### config.mk
export PLATFORM = sky130hd
export DESIGN_NAME = vector_dot_stream
export DESIGN_NICKNAME = d
export VERILOG_FILES = /design/src/rtl/vector_dot_stream_pkg.sv /design/src/rtl/vector_dot_stream_dot_lane_tree.sv /design/src/rtl/vector_dot_stream.sv
export SDC_FILE = /design/constraint.sdc
export NUM_CORES = 2
export LEC_CHECK = 0
export ABC_AREA = 1
export BUFFER_PORTS_ARGS = -buffer_cell sky130_fd_sc_hd__buf_2
export CORE_UTILIZATION = 50
export DETAILED_ROUTE_END_ITERATION = 10
export PLACE_DENSITY = 0.69
export SYNTH_ARGS = -nofsm -noshare
export SYNTH_HDL_FRONTEND = slang
export SYNTH_SLANG_ARGS = --single-unit
### constraint.sdc
create_clock -name clk -period 51.8 [get_ports clk]
set_input_delay 7.77 -clock clk [delete_from_list [all_inputs] [get_ports clk]]
set_output_delay 7.77 -clock clk [all_outputs]
set_load 0.1 [all_outputs]
### src/rtl/vector_dot_stream_pkg.sv
// Shared float32 definitions and the float multiply/add units used by the dot-product datapath.
// Arithmetic: round-to-nearest-even, denormal inputs/outputs flushed to signed zero, canonical qNaN.
`ifndef VECTOR_DOT_STREAM_PKG_SV
`define VECTOR_DOT_STREAM_PKG_SV

`define FP_LANE(vec, i) vec[32*(i) +: 32]

package vector_dot_stream_pkg;

  localparam int unsigned FP_WIDTH    = 32;
  localparam logic [7:0]  FP_EXP_MAX  = 8'hFF;
  localparam logic [31:0] FP_POS_ZERO = 32'h0000_0000;
  localparam logic [31:0] FP_QNAN     = 32'h7FC0_0000;

  typedef enum logic {
    ST_ACC  = 1'b0,
    ST_HOLD = 1'b1
  } state_e;

  function automatic logic is_nan(input logic [31:0] f);
    return (f[30:23] == FP_EXP_MAX) && (f[22:0] != 23'h0);
  endfunction

  // Round a normalised fraction with guard/sticky, then saturate to inf or flush to zero.
  function automatic logic [31:0] fp_round_pack(input logic s, input logic signed [9:0] e,
                                                input logic [22:0] frac, input logic g,
                                                input logic st);
    logic [23:0]       fr;
    logic signed [9:0] er;
    fr = {1'b0, frac} + 24'(g & (st | frac[0]));
    er = fr[23] ? e + 10'sd1 : e;
    if (er >= 10'sd255) return {s, FP_EXP_MAX, 23'h0};
    if (er <= 10'sd0)   return {s, 31'h0};
    return {s, er[7:0], fr[22:0]};
  endfunction

  function automatic logic [31:0] fp_mul(input logic [31:0] a, input logic [31:0] b);
    logic              s;
    logic              za, zb, ia, ib;
    logic [47:0]       p;
    logic signed [9:0] e;
    s  = a[31] ^ b[31];
    za = (a[30:23] == 8'h00);
    zb = (b[30:23] == 8'h00);
    ia = (a[30:23] == FP_EXP_MAX);
    ib = (b[30:23] == FP_EXP_MAX);
    if (is_nan(a) || is_nan(b) || (ia && zb) || (ib && za)) return FP_QNAN;
    if (ia || ib) return {s, FP_EXP_MAX, 23'h0};
    if (za || zb) return {s, 31'h0};
    p = 48'({1'b1, a[22:0]}) * 48'({1'b1, b[22:0]});
    e = $signed({2'b00, a[30:23]}) + $signed({2'b00, b[30:23]}) - 10'sd127;
    if (p[47]) return fp_round_pack(s, e + 10'sd1, p[46:24], p[23], |p[22:0]);
    return fp_round_pack(s, e, p[45:23], p[22], |p[21:0]);
  endfunction

  function automatic logic [31:0] fp_add(input logic [31:0] a, input logic [31:0] b);
    logic [31:0]       x, y;
    logic [7:0]        d8;
    logic [5:0]        d;
    logic [49:0]       ys;
    logic [26:0]       mx, my, n;
    logic [27:0]       sum;
    logic [4:0]        lz;
    logic signed [9:0] e;
    logic              za, zb;
    za = (a[30:23] == 8'h00);
    zb = (b[30:23] == 8'h00);
    if (is_nan(a) || is_nan(b)) return FP_QNAN;
    if ((a[30:23] == FP_EXP_MAX) && (b[30:23] == FP_EXP_MAX))
      return (a[31] != b[31]) ? FP_QNAN : a;
    if (a[30:23] == FP_EXP_MAX) return a;
    if (b[30:23] == FP_EXP_MAX) return b;
    if (za && zb) return {a[31] & b[31], 31'h0};
    if (za) return b;
    if (zb) return a;
    if (a[30:0] >= b[30:0]) begin
      x = a;
      y = b;
    end else begin
      x = b;
      y = a;
    end
    // Align the smaller operand keeping guard, round and a sticky bit.
    d8 = x[30:23] - y[30:23];
    d  = (d8 > 8'd49) ? 6'd49 : d8[5:0];
    ys = {1'b1, y[22:0], 26'h0} >> d;
    my = {ys[49:24], |ys[23:0]};
    mx = {1'b1, x[22:0], 3'b000};
    e  = $signed({2'b00, x[30:23]});
    lz = 5'd0;
    if (x[31] == y[31]) begin
      sum = {1'b0, mx} + {1'b0, my};
      if (sum[27]) begin
        n = {sum[27:2], sum[1] | sum[0]};
        e = e + 10'sd1;
      end else begin
        n = sum[26:0];
      end
    end else begin
      n = mx - my;
      if (n == 27'h0) return FP_POS_ZERO;
      for (int i = 0; i < 27; i++) begin
        if (n[i]) lz = 5'(26 - i);
      end
      n = n << lz;
      e = e - $signed({5'b00000, lz});
    end
    return fp_round_pack(x[31], e, n[25:3], n[2], n[1] | n[0]);
  endfunction

endpackage

`endif

### src/rtl/vector_dot_stream_dot_lane_tree.sv
// Combinational per-beat datapath: LANES float multiplies, masking, and a strictly ordered add chain.
module dot_lane_tree
  import vector_dot_stream_pkg::*;
#(
  parameter int unsigned LANES = 2
) (
  input  logic [FP_WIDTH*LANES-1:0] a_i,
  input  logic [FP_WIDTH*LANES-1:0] b_i,
  input  logic [LANES-1:0]          mask_i,
  output logic [FP_WIDTH-1:0]       beat_sum_c,
  output logic                      lane_nan_c
);

  logic [FP_WIDTH-1:0] prod;

  // Sum is ((p0+p1)+p2)+... so results are reproducible bit-for-bit.
  always_comb begin
    beat_sum_c = FP_POS_ZERO;
    lane_nan_c = 1'b0;
    prod       = FP_POS_ZERO;
    for (int i = 0; i < int'(LANES); i++) begin
      prod       = mask_i[i] ? FP_POS_ZERO : fp_mul(`FP_LANE(a_i, i), `FP_LANE(b_i, i));
      lane_nan_c = lane_nan_c | is_nan(prod);
      beat_sum_c = (i == 0) ? prod : fp_add(beat_sum_c, prod);
    end
    lane_nan_c = lane_nan_c | is_nan(beat_sum_c);
  end

endmodule

### src/rtl/vector_dot_stream.sv
// Streaming float32 dot-product engine: accumulates ceil(VLEN/LANES) beats, emits one result per vector.
// Define VECTOR_DOT_RELU_EN to clamp negative (non-NaN) results to +0.0 when latched.
module vector_dot_stream
  import vector_dot_stream_pkg::*;
#(
  parameter int unsigned VLEN  = 5,
  parameter int unsigned LANES = 2
) (
  input  logic                      clk,
  input  logic                      rst_n,
  input  logic                      in_valid,
  output logic                      in_ready,
  input  logic [FP_WIDTH*LANES-1:0] a_in,
  input  logic [FP_WIDTH*LANES-1:0] b_in,
  output logic                      out_valid,
  input  logic                      out_ready,
  output logic [FP_WIDTH-1:0]       result,
  output logic                      nan_seen
);

  localparam int unsigned BEATS = (VLEN + LANES - 1) / LANES;
  localparam int unsigned CNT_W = (BEATS > 1) ? $clog2(BEATS) : 1;

  state_e              state_q;
  logic [CNT_W-1:0]    beat_cnt_q;
  logic [FP_WIDTH-1:0] acc_q;
  logic [FP_WIDTH-1:0] result_q;
  logic                out_valid_q;
  logic                in_ready_q;
  logic                nan_seen_q;

  logic [LANES-1:0]    lane_mask;
  logic [FP_WIDTH-1:0] beat_sum;
  logic                lane_nan;
  logic [FP_WIDTH-1:0] acc_d;
  logic [FP_WIDTH-1:0] result_d;
  logic                nan_d;
  logic                last_beat;

  // Lanes past the end of the vector contribute +0.0 whatever is on the bus.
  always_comb begin
    lane_mask = '0;
    for (int i = 0; i < int'(LANES); i++) begin
      lane_mask[i] = (int'(beat_cnt_q) * int'(LANES) + i) >= int'(VLEN);
    end
  end

  dot_lane_tree #(
    .LANES(LANES)
  ) u_tree (
    .a_i       (a_in),
    .b_i       (b_in),
    .mask_i    (lane_mask),
    .beat_sum_c(beat_sum),
    .lane_nan_c(lane_nan)
  );

  always_comb begin
    acc_d     = fp_add(acc_q, beat_sum);
    last_beat = (beat_cnt_q == CNT_W'(BEATS - 1));
    nan_d     = ((beat_cnt_q == '0) ? 1'b0 : nan_seen_q) | lane_nan | is_nan(acc_d);
`ifdef VECTOR_DOT_RELU_EN
    result_d  = (acc_d[31] && !is_nan(acc_d)) ? FP_POS_ZERO : acc_d;
`else
    result_d  = acc_d;
`endif
  end

  always_ff @(posedge clk or negedge rst_n) begin
    if (!rst_n) begin
      state_q     <= ST_ACC;
      beat_cnt_q  <= '0;
      acc_q       <= FP_POS_ZERO;
      result_q    <= FP_POS_ZERO;
      out_valid_q <= 1'b0;
      in_ready_q  <= 1'b1;
      nan_seen_q  <= 1'b0;
    end else if (state_q == ST_ACC) begin
      if (in_valid) begin
        nan_seen_q <= nan_d;
        if (last_beat) begin
          result_q    <= result_d;
          acc_q       <= FP_POS_ZERO;
          beat_cnt_q  <= '0;
          state_q     <= ST_HOLD;
          out_valid_q <= 1'b1;
          in_ready_q  <= 1'b0;
        end else begin
          acc_q      <= acc_d;
          beat_cnt_q <= beat_cnt_q + CNT_W'(1);
        end
      end
    end else if (out_ready) begin
      state_q     <= ST_ACC;
      out_valid_q <= 1'b0;
      in_ready_q  <= 1'b1;
    end
  end

  assign in_ready  = in_ready_q;
  assign out_valid = out_valid_q;
  assign result    = result_q;
  assign nan_seen  = nan_seen_q;

endmodule
* Word level (Yosys, flattened, before mapping)
Cells that the tools add are included.
** Storage, ports and cells
- Register bits :: 70
- Input bits :: 132
- Output and inout port bits :: 35
- Word-level logic and storage cells :: 608
** Cells by class
- $add $sub $neg :: 28
- Multiply operators :: 2
- Order comparisons :: 18
- Equality and inequality tests :: 15
- Shift operators :: 4
- Multiplexer cells :: 449
- Bitwise logic cells :: 25
- Reduce and logical (&&, ||, !) cells :: 60
** Operators by type and width (count)
- $mux W32 :: 121
- $mux W26 :: 20
- $mux W5 :: 72
- $mux W10 :: 25
- $mux W1 :: 207
- $reduce_bool A23 Y1 :: 9
- $add A23 B24 Y24 :: 5
- $and A1 B24 Y24 :: 5
- $shr A50 B6 Y50 :: 2
- $mul A24 B24 Y48 :: 2
- $eq A8 B8 Y1 const B :: 9
- $logic_not A8 Y1 :: 8
- $ge A31 B31 Y1 :: 2
- $add A10 B2 Y10 const B :: 6
- $ge A10 B9 Y1 const B :: 6
- $le A10 B1 Y1 const B :: 6
- $add A27 B27 Y28 :: 2
- $logic_not A27 Y1 :: 2
- $shl A27 B5 Y26 :: 2
- $sub A27 B27 Y27 :: 2
- $reduce_or A24 Y1 :: 2
- $reduce_or A23 Y1 :: 2
- $reduce_or A22 Y1 :: 2
- $add A23 B1 Y24 :: 1
- 27 further kinds :: 81

* Depth between registers and ports, before layout
- Depth in word-level cells :: 267
- Mapped depth :: 252
- Mapped depth without buffers :: 244

* Hierarchy
A second synthesis with hierarchy kept.
** Unflattened totals
- Cell total of the unflattened synthesis :: 11945
- Area total of the unflattened synthesis :: 75020.7 sq um
** By module, submodules not included
- dot_lane_tree :: times used 1, cells an instance 9349, area each 60065.1 sq um, seq. area each 0.0 sq um
- vector_dot_stream :: times used 1, cells an instance 2596, area each 14955.6 sq um, seq. area each 1752.9 sq um

* Worst setup path after synthesis
OpenSTA, ideal clock, no wires.
- Path type :: in2reg
- Start :: input port b_in[35]
- End :: register acc_q[10]
- Setup time :: 0.077 ns
- Arrival :: 35.093 ns
- Data required time :: 51.723 ns
- Slack :: 16.630 ns
- Stages :: 215
- Buffers on the path :: 14
- Path through :: clkbuf_1 -> clkbuf_1 -> nand2_1 -> fa_1 -> inv_1 -> fa_1 -> inv_1 -> fa_1 -> fa_1 -> fa_1 -> inv_1 -> fa_1 -> inv_1 -> fa_1 -> inv_1 -> ha_1 -> nand2_1 -> nor2_1 -> [179 not listed] -> a21oi_1 -> xor2_1 -> nor2_1 -> nand2_2 -> xnor2_1 -> nand4_1 -> nand2_1 -> inv_1 -> nand2_1 -> nor2_1 -> nand2_1 -> nand2_4 -> nor3_4 -> buf_4 -> nand2_1 -> a22oi_2 -> nand3_1 -> o21ai_1
** On the way
- Word-level cells in the longest chain between the ends :: 196
- Elaborated cells between the ends (all ways) :: 428
- Those cells by class :: add/sub (16); mul (1); order compare (12); eq/ne (6); shift (4); mux (353); bitwise (13); reduce/logical (23)
** RTL lines
- start: declaration :: RTL line vector_dot_stream.sv:14 : input logic [FP_WIDTH*LANES-1:0] b_in,
- $mul A24 B24 Y48 :: RTL line vector_dot_stream_pkg.sv:50 : p = 48'({1'b1, a[22:0]}) * 48'({1'b1, b[22:0]});
- $reduce_or A23 Y1 :: RTL line vector_dot_stream_pkg.sv:52 : if (p[47]) return fp_round_pack(s, e + 10'sd1, p[46:24], p[23], |p[22:0]);
- $or A1 B1 Y1 :: RTL line vector_dot_stream_pkg.sv:30 : fr = {1'b0, frac} + 24'(g & (st | frac[0]));
- $and A1 B24 Y24 :: RTL line vector_dot_stream_pkg.sv:30
- $add A23 B24 Y24 :: RTL line vector_dot_stream_pkg.sv:30
- $mux W10 :: RTL line vector_dot_stream_pkg.sv:31 : er = fr[23] ? e + 10'sd1 : e;
- $le A10 B1 Y1 :: RTL line vector_dot_stream_pkg.sv:33 : if (er <= 10'sd0) return {s, 31'h0};
- $mux W1 (2 in a row) :: RTL line vector_dot_stream_pkg.sv:33
- [179 not listed]
- $mux W32 :: RTL line vector_dot_stream_pkg.sv:76 : if (a[30:0] >= b[30:0]) begin
- $mux W32 :: RTL line vector_dot_stream_pkg.sv:75 : if (zb) return a;
- $mux W32 :: RTL line vector_dot_stream_pkg.sv:74 : if (za) return b;
- $mux W32 :: RTL line vector_dot_stream_pkg.sv:73 : if (za && zb) return {a[31] & b[31], 31'h0};
- $mux W32 :: RTL line vector_dot_stream_pkg.sv:72 : if (b[30:23] == FP_EXP_MAX) return b;
- $mux W32 :: RTL line vector_dot_stream_pkg.sv:71 : if (a[30:23] == FP_EXP_MAX) return a;
- $mux W32 (*) :: RTL line vector_dot_stream_pkg.sv:69 : if ((a[30:23] == FP_EXP_MAX) && (b[30:23] == FP_EXP_MAX))
- $mux W32 (*) :: RTL line vector_dot_stream.sv:81 : if (last_beat) begin
- end signal: assignment :: RTL line vector_dot_stream.sv:73 : acc_q <= FP_POS_ZERO;
- end signal: assignment :: RTL line vector_dot_stream.sv:83 : acc_q <= FP_POS_ZERO;
- end signal: assignment :: RTL line vector_dot_stream.sv:89 : acc_q <= acc_d;
- end: declaration :: RTL line vector_dot_stream.sv:26 : logic [FP_WIDTH-1:0] acc_q;
Every way passes the cells marked *; elsewhere a longest branch is shown, timed or not. The select of a mux whose other input is x is not followed.
A chain may end at the register's enable or synchronous reset.

* Worst setup path in the final report
- Start :: input port a_in[42]
- End :: register acc_q[5]
** On the way
- Word-level cells in the longest chain between the ends :: 196
- Elaborated cells between the ends (all ways) :: 428
- Those cells by class :: add/sub (16); mul (1); order compare (12); eq/ne (6); shift (4); mux (353); bitwise (13); reduce/logical (23)
** RTL lines
- start: declaration :: RTL line vector_dot_stream.sv:13 : input logic [FP_WIDTH*LANES-1:0] a_in,
- $mul A24 B24 Y48 :: RTL line vector_dot_stream_pkg.sv:50
- $reduce_or A23 Y1 :: RTL line vector_dot_stream_pkg.sv:52
- $or A1 B1 Y1 :: RTL line vector_dot_stream_pkg.sv:30
- $and A1 B24 Y24 :: RTL line vector_dot_stream_pkg.sv:30
- $add A23 B24 Y24 :: RTL line vector_dot_stream_pkg.sv:30
- $mux W10 :: RTL line vector_dot_stream_pkg.sv:31
- $le A10 B1 Y1 :: RTL line vector_dot_stream_pkg.sv:33
- $mux W1 (2 in a row) :: RTL line vector_dot_stream_pkg.sv:33
- [179 not listed]
- $mux W32 :: RTL line vector_dot_stream_pkg.sv:76
- $mux W32 :: RTL line vector_dot_stream_pkg.sv:75
- $mux W32 :: RTL line vector_dot_stream_pkg.sv:74
- $mux W32 :: RTL line vector_dot_stream_pkg.sv:73
- $mux W32 :: RTL line vector_dot_stream_pkg.sv:72
- $mux W32 :: RTL line vector_dot_stream_pkg.sv:71
- $mux W32 (*) :: RTL line vector_dot_stream_pkg.sv:69
- $mux W32 (*) :: RTL line vector_dot_stream.sv:81
Marks and branches as above.

==> impl_results.md <==
* Status: finished, violations left
* Failing checks: max-capacitance violations, max-slew violations
* Clk sinks at 70
* Min Tclk post-route at 48.74 ns
* Final Setup Violations at 0
* Cells on worst reg2reg path at 167
* Rows at 141
* Syn-to-layout area delta at 2.07%
* CTS tree: done
* Max FO, Critical Path at 79
* Max-slew violation count at 3
* Largest net degree at the start of global routing at 80
* Register area share after synthesis at 0.0235
* Die width at 388 um
* # fillers at 15,600
* WS Path Type: input pin to flip-flop
* Vias/cell at 5.62
* Share of cells above drive strength 1 at 0.0581
* Clock skew at 0.0156 ns
* CP arrival at 49.02 ns
* Hold Path Sink: in_ready
* GRT Total Usage at 0.384
* R2r setup slk at 18.76 ns
* Initial antenna violation count at 2
* Fin area at 0.0760 mm^2
* Crit path required time at 52.07 ns
* Vias in the first global route at 75,200
* FFs w/ async S/R, synth at 1.00
* Crit path capture type: flip-flop
* Crit path launch type: input pin
* Post-Synthesis Cells at 11,900
* Ys flop type: dfrtp_1
* Clock root cell: clkbuf_16
* Core area at 0.148 mm^2
* CTS-repair resized insts at 0
* Post-route ant nets at 0
* Die height at 388 um
* CP max stage delay at 0.79 ns
* Remaining Overflow, GRT at 0
* Final GP Congestion at 1.06
* Hold buffers post-CTS at 0
* Netlist cell types at 94
* Final TNS setup at 0 ns
* Post-route setup slack at 3.06 ns
* Hold Path Cell Cnt at 2
* # IOs at 167
* Initial Util at 0.504
* Fin. Hold Viols at 0
* DRT iter0 DRCs at 8,393
* Total CTS buffers at 9
* Synth Register Bits at 70
* Wire per inst at 21.2 um
* Final HPWL DP at 240 mm
* Worst slew pin tran at 1.55 ns
* R2R Path Start: beat_cnt_q[1]
* Slew HR at -0.0429
* RSZ-0062 raised after global routing: false
* H-tree depth at 3
* # port buffers at 166
* DP Area at 0.0757 mm^2
* Clk buf depth at 2
* Setup Fix Bufs, Post-CTS at 0
* Mapped cell area at 0.0744 mm^2
* Worst reg2reg path endpoint: acc_q[5]
* Clock transition at path regs at 0.07 ns
* Max_cap viols at 1
* Mean area per synthesized cell at 6.23 um^2
* Residual DRC at 0
* Max Freq at 20.5 MHz
* Worst hold path type: flip-flop to flip-flop
* Tcrit/Tclk final at 0.941
* Slowest CP cell: nand2_2
* DP Worst Slack at 4.15 ns
* Nets at 13,400
* Yosys warns at 0
* Skew-Pair Late Insertion Delay at 0.34 ns
* Number of enable flip-flop cells after synthesis at 0
* First-pass GRT wire length at 448 mm
* DR pass1 iterations at 8
* Die area at 0.150 mm^2
* Most used cell, CP: nand2_1
* Worst Hold Launch: in_ready
* Hold WS at 0.475 ns
* Final wirelength at 290 mm
* Syn Nets at 13,600
* Via count at 76,800
==> cells in the final DEF (no fill, tap or decap), drive strengths merged, types with 5 or more instances in the layout <==
master and count:
a211oi 18, a21boi 9, a21o 5, a21oi 285
a22oi 6, a31oi 19, and2 9, buf 217
clkbuf 9, clkinv 34, dfrtp 69, fa 970
ha 555, inv 2824, nand2 3869, nand3 1035
nand3b 20, nand4 205, nor2 634, nor3 79
nor4 78, o2111ai 14, o211ai 27, o21a 9
o21ai 350, o21bai 24, o221ai 12, o22ai 28
o311ai 11, o31ai 13, o32ai 6, o41ai 5
or2 17, xnor2 37, xor2 207
==> cell usage after synthesis, drive strengths merged, types with 6 or more instances <==
| master | count | share of area |
|---|---|---|
| o22ai | 28 | 0.0024 |
| xnor2 | 37 | 0.0044 |
| and2 | 9 | 0.00077 |
| nand4 | 205 | 0.017 |
| a21boi | 9 | 0.0010 |
| o31ai | 13 | 0.0019 |
| o311ai | 11 | 0.0013 |
| nand2 | 3869 | 0.20 |
| o2111ai | 14 | 0.0016 |
| inv | 2823 | 0.14 |
| o21bai | 24 | 0.0026 |
| xor2 | 207 | 0.026 |
| a31oi | 19 | 0.0019 |
| o211ai | 27 | 0.0027 |
| o221ai | 12 | 0.0014 |
| ha | 555 | 0.093 |
| nor3 | 79 | 0.0059 |
| dlygate4sd3 | 7 | 0.00094 |
| a22oi | 6 | 0.00067 |
| o21a | 9 | 0.00091 |
| clkinv | 30 | 0.0016 |
| dfrtp | 69 | 0.023 |
| nand3 | 1035 | 0.073 |
| a21oi | 285 | 0.020 |
| nor2 | 634 | 0.038 |
| buf | 155 | 0.016 |
| or2 | 17 | 0.0014 |
| o21ai | 350 | 0.024 |
| nand3b | 20 | 0.0020 |
| o32ai | 6 | 0.00071 |
| clkbuf | 277 | 0.015 |
| fa | 970 | 0.26 |
| a211oi | 18 | 0.0018 |
| nor4 | 78 | 0.0069 |
==> stage by stage <==
step | instances | util
after global placement | 13600 | 0.512
after CTS | 13700 | 0.514
after global routing | 13700 | 0.514
after detailed placement | 13600 | 0.512
after floorplan | 11900 | -
final | 13700 | 0.514
==> worst max-delay path: cells and delay by family <==
| kind | cells | cell delay (ns) |
|---|---|---|
| adders and majority gates | 17 | 6.95 |
| buffers and inverters | 30 | 5.94 |
| xor gates and xnor gates | 2 | 0.88 |
| AOI/OAI and AO/OA | 36 | 8.13 |
| and+or+nand+nor | 109 | 19.09 |
==> metal layers <==
layer	share of wire	wire length, um	vias up	global-route usage
li1	-	-	35600	-
met1	0.43	125000	36700	0.542
met2	0.42	123000	3916	0.582
met3	0.10	28900	616	0.0663
met4	0.046	13200	0	0.146
met5	0	0	-	0
==> flip-flops by register name (all words and copies together), names as in the netlist <==
signal	cells
nan_seen	1
state_q	1
acc_q	32
out_valid	1
result	32
beat_cnt_q	2
in_ready	1
==> cell families after synthesis <==
group           synth area share
simple gates               0.347
buf+inv                    0.177
fa+ha+maj                  0.354
compound gates            0.0680
xor+xnor                  0.0301
flops                     0.0235
mux                     0.000151
==> worst max path at each step <==
stage                     startpoint   endpoint  slack [ns]  cells past startpoint
after global routing        a_in[42]  acc_q[10]        0.35                    199
after CTS                   a_in[42]   acc_q[5]        4.36                    194
final                       a_in[42]   acc_q[5]        3.06                    194
after global placement      a_in[42]   acc_q[1]        4.20                    194
after floorplan             b_in[35]  acc_q[10]       16.63                    215
after detailed placement    a_in[42]   acc_q[5]        4.15                    194
==> layout make-up <==
type | instances | area [um^2] | area share
repair buffers | 217 | 1210 | 0.0160
flip-flops and latches | 70 | 1750 | 0.0231
clock buffers | 9 | 225 | 0.00296
inverters | 2855 | 10800 | 0.142
well taps | 1930 | 2410 | 0.0318
multi-input cells | 8573 | 59500 | 0.783
clock inverters | 7 | 73.8 | 0.000972
diodes | 3 | 7.51 | 0.0000988
Power is left out: the tool's default activity adds up to more than one toggle a clock period on the data nets, which glitch-free logic cannot reach.
